**config.mk**
```make
export PLATFORM = sky130hd
export DESIGN_NAME = r5_pair_sequencer
export DESIGN_NICKNAME = d
export VERILOG_FILES = /design/src/rtl/r5_pkg.sv /design/src/rtl/r5_slot_regs.sv /design/src/rtl/r5_pair_sequencer.sv
export SDC_FILE = /design/constraint.sdc
export NUM_CORES = 1
export LEC_CHECK = 0
export CAP_MARGIN = 20
export CORE_UTILIZATION = 53
export DETAILED_ROUTE_END_ITERATION = 7
export HOLD_SLACK_MARGIN = 0.08
export PLACE_DENSITY = 0.83
export SYNTH_ARGS = -nofsm -noshare
export SYNTH_HDL_FRONTEND = slang
export SYNTH_HIERARCHICAL = 1
export SYNTH_SLANG_ARGS = --single-unit
```
**constraint.sdc**
```tcl
create_clock -name clk -period 2.6 [get_ports clk]
set_clock_uncertainty 0.15 [all_clocks]
set_input_delay 0.26 -clock clk [delete_from_list [all_inputs] [get_ports clk]]
set_output_delay 0.26 -clock clk [all_outputs]
set_load 0.005 [all_outputs]
```
**src/rtl/r5_pkg.sv**
```systemverilog
// Shared definitions for the radix-5 pair sequencer: frame length, default
// word width and the sequencer state encoding.
package r5_pkg;

    localparam int W_DEFAULT = 32;
    localparam int FRAME_LEN = 5;

    typedef enum logic [1:0] {
        FILL  = 2'd0,
        PAIR0 = 2'd1,
        PAIR1 = 2'd2
    } state_t;

endpackage

```
**src/rtl/r5_slot_regs.sv**
```systemverilog
// Five-entry complex register file holding one radix-5 frame: a single write
// port and all five entries exposed as parallel read outputs.
module r5_slot_regs
    import r5_pkg::*;
#(
    parameter int W = W_DEFAULT
) (
    input  logic                          clk,
    input  logic                          rst,
    input  logic                          we,
    input  logic [2:0]                    wr_idx,
    input  logic [W-1:0]                  wr_re,
    input  logic [W-1:0]                  wr_img,
    output logic [FRAME_LEN-1:0][W-1:0]   rd_re,
    output logic [FRAME_LEN-1:0][W-1:0]   rd_img
);

    // NOTE: the slots are built from flops, not RAM, so a reset clear is cheap
    // and guarantees a discarded frame never leaks stale words downstream.
    always_ff @(posedge clk) begin
        if (rst) begin
            rd_re  <= '0;
            rd_img <= '0;
        end else if (we && (wr_idx < 3'(FRAME_LEN))) begin
            rd_re[wr_idx]  <= wr_re;
            rd_img[wr_idx] <= wr_img;
        end
    end

endmodule

```
**src/rtl/r5_pair_sequencer.sv**
```systemverilog
// Collects five complex samples per frame, then issues the symmetric pairs
// (x1,x4) and (x2,x3) alongside x0 to the half-FFT adder stage.
module r5_pair_sequencer
    import r5_pkg::*;
#(
    parameter int W = W_DEFAULT
) (
    input  logic         clk,
    input  logic         rst,
    input  logic [W-1:0] in_re,
    input  logic [W-1:0] in_img,
    input  logic         in_valid,
    output logic         in_ready,
    output logic [W-1:0] a_re,
    output logic [W-1:0] a_img,
    output logic [W-1:0] b_re,
    output logic [W-1:0] b_img,
    output logic [W-1:0] x0_re,
    output logic [W-1:0] x0_img,
    output logic         pair_idx,
    output logic         out_valid,
    input  logic         out_ready
);

    state_t     state, state_next;
    logic [2:0] cnt, cnt_next;
    logic       wr_en;

    logic [FRAME_LEN-1:0][W-1:0] slot_re;
    logic [FRAME_LEN-1:0][W-1:0] slot_img;

    r5_slot_regs #(.W(W)) u_slots (
        .clk    (clk),
        .rst    (rst),
        .we     (wr_en),
        .wr_idx (cnt),
        .wr_re  (in_re),
        .wr_img (in_img),
        .rd_re  (slot_re),
        .rd_img (slot_img)
    );

    // Handshake flags depend on state alone, keeping both ready/valid paths registered.
    assign in_ready  = (state == FILL);
    assign out_valid = (state != FILL);
    assign pair_idx  = (state == PAIR1);

    // NOTE: state registers use non-blocking assignment so every flop samples
    // the pre-edge values, independent of block evaluation order.
    always_ff @(posedge clk) begin
        if (rst) begin
            state <= FILL;
            cnt   <= '0;
        end else begin
            state <= state_next;
            cnt   <= cnt_next;
        end
    end

    // NOTE: every output of this block is assigned a default first, so no path
    // through the case can leave one unassigned and infer a latch.
    always_comb begin
        state_next = state;
        cnt_next   = cnt;
        wr_en      = 1'b0;
        unique case (state)
            FILL: begin
                if (in_valid) begin
                    wr_en = 1'b1;
                    if (cnt == 3'(FRAME_LEN - 1)) begin
                        cnt_next   = '0;
                        state_next = PAIR0;
                    end else begin
                        cnt_next = cnt + 3'd1;
                    end
                end
            end
            PAIR0:   if (out_ready) state_next = PAIR1;
            PAIR1:   if (out_ready) state_next = FILL;
            default: state_next = FILL;
        endcase
    end

    // Outside PAIR1 the (x1,x4) view is shown; it is only qualified by out_valid.
    always_comb begin
        a_re  = slot_re[1];
        a_img = slot_img[1];
        b_re  = slot_re[4];
        b_img = slot_img[4];
        if (state == PAIR1) begin
            a_re  = slot_re[2];
            a_img = slot_img[2];
            b_re  = slot_re[3];
            b_img = slot_img[3];
        end
    end

    assign x0_re  = slot_re[0];
    assign x0_img = slot_img[0];

endmodule
```
Word-level counts from Yosys, hierarchy flattened
Cells that the tools add are included.
W data, S select, Z words.
{"block": "totals", "wordCells": 45, "out_inout_bits": 195, "register_bits": 325}
{"block": "classes", "n_mux": 16, "order_cmp": 3, "reduce_logical": 6, "eq_ne": 7, "addsub": 1}
{"cell": "$bwmux W160", "count": 2}
{"cell": "$mux W32", "count": 5}
{"cell": "$demux W32 S3", "count": 1}
{"cell": "$mux W2", "count": 4}
{"cell": "$pmux W2 S3", "count": 1}
{"cell": "$lt A3 B4 Y1 const B", "count": 1}
{"cell": "$ne A2 B1 Y1 const B", "count": 2}
{"cell": "$ne A2 B2 Y1 const B", "count": 2}
{"cell": "$reduce_and A4 Y1", "count": 1}
{"cell": "$add A3 B1 Y3 const B", "count": 1}
{"cell": "$eq A3 B3 Y1 const B", "count": 1}
{"cell": "$ge A3 B1 Y1 const B", "count": 1}
{"cell": "$lt A3 B3 Y1 const B", "count": 1}
{"cell": "$mux W3", "count": 1}
{"cell": "$eq A2 B1 Y1 const B", "count": 1}
{"cell": "$eq A2 B2 Y1 const B", "count": 1}
{"cell": "$logic_and A1 B1 Y1", "count": 2}
{"cell": "$logic_not A2 Y1", "count": 1}
{"cell": "$mux W1", "count": 2}
{"cell": "$reduce_and A2 Y1", "count": 1}
{"cell": "$reduce_bool A2 Y1", "count": 1}

Longest topological paths before layout
Gate-level depths: netlist of run 1.
{"block": "depth", "word_depth": 5, "mapped_depth": 5, "ltp_nobuf": 5}

Modules after synthesis
Netlist of run 1, hierarchy kept.
{"module": "r5_slot_regs", "seq_area_each_um2": 6406.1, "cells_each": 1111, "area_each_um2": 12502.0, "instances": 1}
{"module": "r5_pair_sequencer", "seq_area_each_um2": 100.1, "cells_each": 170, "area_each_um2": 2321.0, "instances": 1}

Worst setup path before layout of run 1
No wires, ideal clock.
{"block": "synth_timing", "kind": "register -> register", "from": "reg state[0]", "to": "reg u_slots/rd_img[10] (netlist name)", "slack_ns": 0.588, "arrival_ns": 1.739, "path_stages_with_launch": 6, "path_buffers": 2, "setup_time_ns": 0.122, "cell_sequence": "dfxtp_1 > nor3b_2 > or4b_1 > buf_6 > buf_12 > mux2i_1"}
{"block": "synth_via", "elab_chain_len": 3}
{"element": "start: declaration", "line": "r5_pair_sequencer.sv:25", "rtl": "state_t state, state_next;"}
{"element": "start signal: assignment", "line": "r5_pair_sequencer.sv:55", "rtl": "state <= state_next;"}
{"element": "$logic_not A2 Y1", "line": "r5_pair_sequencer.sv:66", "rtl": "unique case (state)"}
{"element": "$mux W1", "line": "r5_pair_sequencer.sv:66"}
{"element": "net wr_en", "line": "r5_pair_sequencer.sv:27", "rtl": "logic wr_en;"}
{"element": "$logic_and A1 B1 Y1", "line": "r5_slot_regs.sv:24", "rtl": "end else if (we && (wr_idx < 3'(FRAME_LEN))) begin"}
{"element": "end signal: indexed assignment", "line": "r5_slot_regs.sv:26", "rtl": "rd_img[wr_idx] <= wr_img;"}
{"element": "end: declaration", "line": "r5_slot_regs.sv:15", "rtl": "output logic [FRAME_LEN-1:0][W-1:0] rd_img"}
The timed path passes the listed nets, and every way through them passes these cells.
A chain may end at the register's enable or synchronous reset.

Worst setup path after layout of run 1
{"block": "layout_timing", "from": "reg state[0]", "to": "out a_img[16]"}
{"block": "layout_via", "elab_chain_len": 2}
{"element": "$eq A2 B2 Y1", "line": "r5_pair_sequencer.sv:90", "rtl": "if (state == PAIR1) begin"}
{"element": "$mux W32", "line": "r5_pair_sequencer.sv:90"}
{"element": "end: declaration", "line": "r5_pair_sequencer.sv:15", "rtl": "output logic [W-1:0] a_img,"}
Every way passes these cells.

==> impl_metrics.toml, run 1 <==
[yosys]
yosysSeqAreaShare = 0.4389
yosysUniqueCellTypes = 27
synthCells = 1281
synth-seq-cells = 325
synth-edff-count = 0
synth_ff_type = "dfxtp_1"
synthTopCellsByCount = "nand2b_1 (384), dfxtp_1 (325), mux2i_1 (322)"
avgSynthCellArea_um2 = 11.57
synth.area.top_cells = "dfxtp_1 (44%), mux2i_1 (22%), nand2b_1 (16%), mux2_4 (10%), mux2_2 (2.1%)"
netlist_area_um2 = 14820
yosysTopAreaCell = "dfxtp_1"
yosys.area.top_type_share = 0.4389
synthMostInstantiatedCell = "nand2b_1"
async_flop_share = 0
yosysWarnings = 6
syn_nets = 1351

[clocking]
cts.path.max_buffers = 3
clock_sinks = 325
clk_pin_slew_ns = 0.06
hold_buffers = 0
cts-htree-levels = 2
cts_root_buffer = "clkbuf_16"
cts_tree = "done"
cts_inserted_buffers = 35
clock_latency_ns = 0.51

[setup_path]
rr_worst_depth = 3
reg2reg_from = "cnt[0]"
rrSetupSlack_ns = 0.57
crit_family = "buffers and inverters"
r2r-end = "u_slots/rd_img[157]"
worstSetupPathType = "reg -> out"
cp-startpoint = "state[0]"
cp-start-kind = "flop"
crit_fanout = 10
worstSetupEndpointType = "primary output"
worst_ep_required_time_ns = 2.19
path_cells = "nor2b_4 -> buf_4 -> bufbuf_16 -> mux2_4 -> clkdlybuf4s50_1"
worst-path-buf-inv = 3
arrival_ns = 2.31
crit_path_end = "a_img[16]"
worstSetupPathDepth = 5
cp_slowest_cell = "clkdlybuf4s50_1"
max_stage_delay_ns = 0.45

[outcome]
violations = "setup timing"
status = "finished with violations"

[grt]
grt_first_pass_wirelength_mm = 55.56
grt_max_degree = 94
grt_overflow = 0
antenna_found_initial = 1
grt_pass1_vias = 10250
grt_usage = 0.2435

[cells_and_area]
nets = 1615
n_fill_cell = 1933
seqCellArea_um2 = 6509
multiInputGateArea_um2 = 7720
area_delta_synth_final_pct = 31.13
drive_gt1_frac = 0.1634

[worst_hold_path]
hold_path_startpoint = "rst"
hp-class = "in -> reg"

[sta]
rsz0062_at_grt = "true"
period_needed_ns = 2.717
hold_violations = 0
setup_ws_ns = -0.1167
tns_ns = -3.070
hold_ws_ns = 0.1314
maxSlewHeadroom = 0.5247
min_period_over_period = 1.045
fmax_mhz = 368.1
setup_violations = 51
slew_violations = 0
worst_pin_slew_ns = 0.7130

[floorplanning]
dieWidth_um = 169.2
initial_core_util = 0.5454
die_area_um2 = 28640
io_pins = 263
core.rowCount = 60
coreArea_um2 = 27180
fp.dieH_um = 169.2

[flow_run]
maxCapViolCount = 0

[detailed_routing]
wl_per_cell_um = 18.34
drt-total-wl_mm = 35.58
drtIter0Drc = 542
dr.pass1.iters = 5
num_vias = 9961
routed_via_density = 5.135
ant_nets = 0
drc = 0

[power]
power_density_nw_per_um2 = 588.1
vdd_drop_max_v = 0.0003586
p_leak_nw = 9.563

[place]
globalplace.congestion = 0.7378
port_buffers = 262
dp_hpwl_mm = 22.10
## sequential cells by signal, summed over array words and instances (netlist names)
register / cells
u_slots/rd_img: 160
state: 2
u_slots/rd_re: 160
cnt: 3
## final cells by class
| cell class | count | share of cell area |
|---|---|---|
| sequential | 325 | 0.3349 |
| clock buffer | 46 | 0.05298 |
| timing repair buffer | 320 | 0.1829 |
| tap | 372 | 0.02395 |
| multi-input combinational | 859 | 0.3972 |
| inverter | 4 | 0.0007724 |
| antenna | 1 | 0.0001287 |
| clock inverter | 13 | 0.007210 |
## through the flow
| step | utilization | worst slack [ns] | cells | instance area [µm²] | power (mW) |
|---|---|---|---|---|---|
| finish | 0.7152 | -0.1167 | 1940 | 19440 | 11.43 |
| global route | 0.7152 | -0.1807 | 1940 | 19440 | 11.81 |
| CTS | 0.7038 | -0.1089 | 1923 | 19130 | 11.53 |
| detailed placement | 0.6498 | 0.2980 | 1848 | 17660 | 6.487 |
| global placement | 0.6498 | 0.3338 | 1848 | 17660 | 6.465 |
| floorplan | - | 0.5884 | 1281 | 14820 | 5.962 |
## worst min path at each step
stage                          end  slack (ns)  cells after the start
6_report       u_slots/rd_img[123]        0.13                      3
5_1_grt        u_slots/rd_img[123]        0.15                      3
4_1_cts        u_slots/rd_img[123]        0.13                      3
3_5_place_dp     u_slots/rd_re[23]        0.31                      2
3_3_place_gp   u_slots/rd_img[128]        0.31                      2
2_1_floorplan             state[1]        0.18                      1
## power by group
group,internal [mW],switching [mW]
clock network,3.07,1.98
logic,0.658,0.472
registers,5.15,0.0980
total,8.88,2.55
## kinds of logic (layout without fill, tap and decap cells)
| kind of cell | after synthesis | in the layout | synth area share |
|---|---|---|---|
| compound gates | 5 | 5 | 0.002026 |
| fa+ha+maj | 2 | 2 | 0.001688 |
| buf+inv | 97 | 383 | 0.04381 |
| flops | 325 | 325 | 0.4389 |
| mux | 450 | 450 | 0.3400 |
| other cells | 0 | 1 | 0 |
| simple gates | 402 | 402 | 0.1735 |
## repair_timing
action | CTS | global route
setup endpoints to repair | 128 | 114
setup buffers | 8 | 14
resized for setup | 30 | 55
gates cloned | 8 | 2
## worst min-delay path, delay by kind of cell
kind                   cells  cell delay [ns]
and+or+nand+nor            1             0.18
muxes                      1             0.11
buffers and inverters      1             0.18
## routing by layer
metal | vias up | track usage | share of wire
met3 | 55 | 0.04967 | 0.054
met4 | 0 | 0.08813 | 0.026
met1 | 4841 | 0.3053 | 0.44
li1 | 4837 | - | -
met5 | - | 0 | 0
met2 | 228 | 0.4137 | 0.48
## layout by cell type (no fill, tap or decap), drive strengths merged, types with 3 or more instances in the layout
| master | n |
|---|---|
| nand2b | 384 |
| mux2 | 128 |
| buf | 56 |
| bufinv | 3 |
| inv | 4 |
| clkbuf | 49 |
| clkinv | 10 |
| dlygate4sd2 | 18 |
| dfxtp | 325 |
| a21oi | 4 |
| mux2i | 322 |
| dlymetal6s2s | 46 |
| clkdlybuf4s50 | 196 |
| nand4bb | 3 |
No activity file was read; power rests on OpenSTA's default activity.
==> run 2: changes to the inputs <==
Settings changed: ABC_CLOCK_PERIOD_IN_PS set to 2600, REMOVE_ABC_BUFFERS set to 1.
==> run 2 against run 1 <==
Compared with the run above:
- the flow still finishes with violations (setup timing)
- clock power down 3%
- highest routed layer unchanged
- worst hold slack worse by 0.039 ns
- largest cell class unchanged
- fmax up 4.4%
==> impl_metrics.toml, run 2 (synthesized netlist as in run 1, its figures left out) <==
[outcome]
status = "finished with violations"
violations = "setup timing"

[cells_and_area]
post-route-util = 0.7080
drive_gt1_frac = 0.1610
nets = 1613
layout_common_cells = "nand2b_1 (384), dfxtp_1 (323), mux2i_1 (322)"
area_delta_synth_final_pct = 29.81
final_area_um2 = 19240
top_regs = "u_slots/rd_img x160, u_slots/rd_re x160, cnt x3"
final_common_cell = "nand2b_1"
n_fill_cell = 2006
layout.cells.non_filler = 1938

[grt]
grt_usage = 0.2344
grt_pass1_vias = 10260
antenna_found_initial = 1
grt_overflow = 0
grt_first_pass_wirelength_mm = 54.08
grt_max_degree = 167

[detailed_routing]
routed_via_density = 5.126
drtIter0Drc = 508
ant_nets = 0
dr.pass1.iters = 4
drc = 0
wl_per_cell_um = 17.79
num_vias = 9934
drt-total-wl_mm = 34.48

[clocking]
clk_pin_slew_ns = 0.06
cts_inserted_buffers = 34
clock_latency_ns = 0.50
cts-htree-levels = 2
hold_buffers = 0
clock_sinks = 325
cts_root_buffer = "clkbuf_16"
cts.path.max_buffers = 3
cts_tree = "done"

[setup_path]
worstSetupPathType = "reg -> out"
worstSetupPathDepth = 5
cp-startpoint = "state[0]"
rr_worst_depth = 5
worst_ep_required_time_ns = 2.19
reg2reg_from = "state[0]"
worstSetupEndpointType = "primary output"
path_cells = "nor2b_4 -> buf_12 -> buf_8 -> mux2_4 -> clkdlybuf4s50_1"
cp_slowest_cell = "clkdlybuf4s50_1"
worst-path-buf-inv = 3
crit_fanout = 9
max_stage_delay_ns = 0.46
arrival_ns = 2.19
crit_family = "buffers and inverters"
cp-start-kind = "flop"

[floorplanning]
io_pins = 263
coreArea_um2 = 27180
initial_core_util = 0.5454
die_area_um2 = 28640
dieWidth_um = 169.2
fp.dieH_um = 169.2
core.rowCount = 60

[place]
dpl-instance-area_um2 = 17670
dp_hpwl_mm = 21.00
port_buffers = 262
globalplace.congestion = 0.7298
pre_cts_ws_ns = 0.2266
placed_cells = 1848

[power]
vdd_drop_max_v = 0.0004638
clkPwrFrac = 0.435
p_leak_nw = 9.704
power_frac_seq = 0.467
internal_power_mw = 8.714
power_density_nw_per_um2 = 583.4
p_comb_frac = 0.098
p_sw_mw = 2.511
swShare = 0.2237

[worst_hold_path]
min_path_cells = 3
hp-class = "in -> reg"
hold_path_startpoint = "rst"

[sta]
maxSlewHeadroom = 0.4686
slew_violations = 0
hold_ws_ns = 0.09285
period_needed_ns = 2.602
worst_pin_slew_ns = 0.7971
fmax_mhz = 384.4
min_period_over_period = 1.001
setup_ws_ns = -0.001704
rsz0062_at_grt = "true"
setup_violations = 1
hold_violations = 0

[flow_run]
maxCapViolCount = 0
## run 2: worst paths after layout
kind                                            to  slack [ns]
worst min-delay path                        cnt[1]        0.09
worst min register to register  u_slots/rd_img[13]        0.32
worst max-delay path                     a_img[15]      -0.002
worst max register to register  u_slots/rd_img[23]        0.48
## run 2: tightest hold or removal path, stage by stage
cell and delay (ns):
buf_6 0.11, buf_12 0.19, nor2_1 0.12
## run 2: timing repair
item,CTS,global route
endpoints found under the hold margin,0,0
resized for setup,84,55
setup buffers,10,16
cloned,5,1
pin swaps,0,0
setup endpoints to repair,121,63
## run 2: final cells by class
| cell class | instances | area (µm²) | area share |
|---|---|---|---|
| antenna | 1 | 2.502 | 0.0001301 |
| clock buffer | 49 | 1061 | 0.05514 |
| clock inverter | 9 | 75.07 | 0.003902 |
| inverter | 4 | 15.01 | 0.0007803 |
| multi-input combinational | 859 | 7716 | 0.4010 |
| sequential | 325 | 6511 | 0.3384 |
| tap | 372 | 465.4 | 0.02419 |
| timing repair buffer | 319 | 3395 | 0.1764 |
## run 2: per-stage QoR
step / setup TNS (ns) / power, mW
3_5_place_dp: 0 / 6.479
6_report: -0.001704 / 11.23
2_1_floorplan: -567.76 / 5.922
3_3_place_gp: 0 / 6.450
4_1_cts: -0.6282 / 11.33
5_1_grt: -0.6855 / 11.62
## run 2: routing by layer
layer | global-route usage | wire length, µm
met1 | 0.2929 | 15320
met2 | 0.3997 | 16200
met3 | 0.06437 | 2358
met4 | 0.05601 | 602
met5 | 0 | 0
## run 2: power by group through the flow
stage / logic (mW) / clock network, mW / registers, mW
after CTS: 1.11 / 4.98 / 5.25
after floorplan: 0.579 / 0 / 5.34
after global routing: 1.18 / 5.18 / 5.26
final: 1.10 / 4.88 / 5.25
after global placement: 1.10 / 0 / 5.35
after detailed placement: 1.12 / 0 / 5.36
==> run 3: changes to the inputs <==
Settings changed: ABC_CLOCK_PERIOD_IN_PS 2600 to not set.
==> results of run 3 <==
No change in the layout: final DEF, timing and power equal those of run 2.
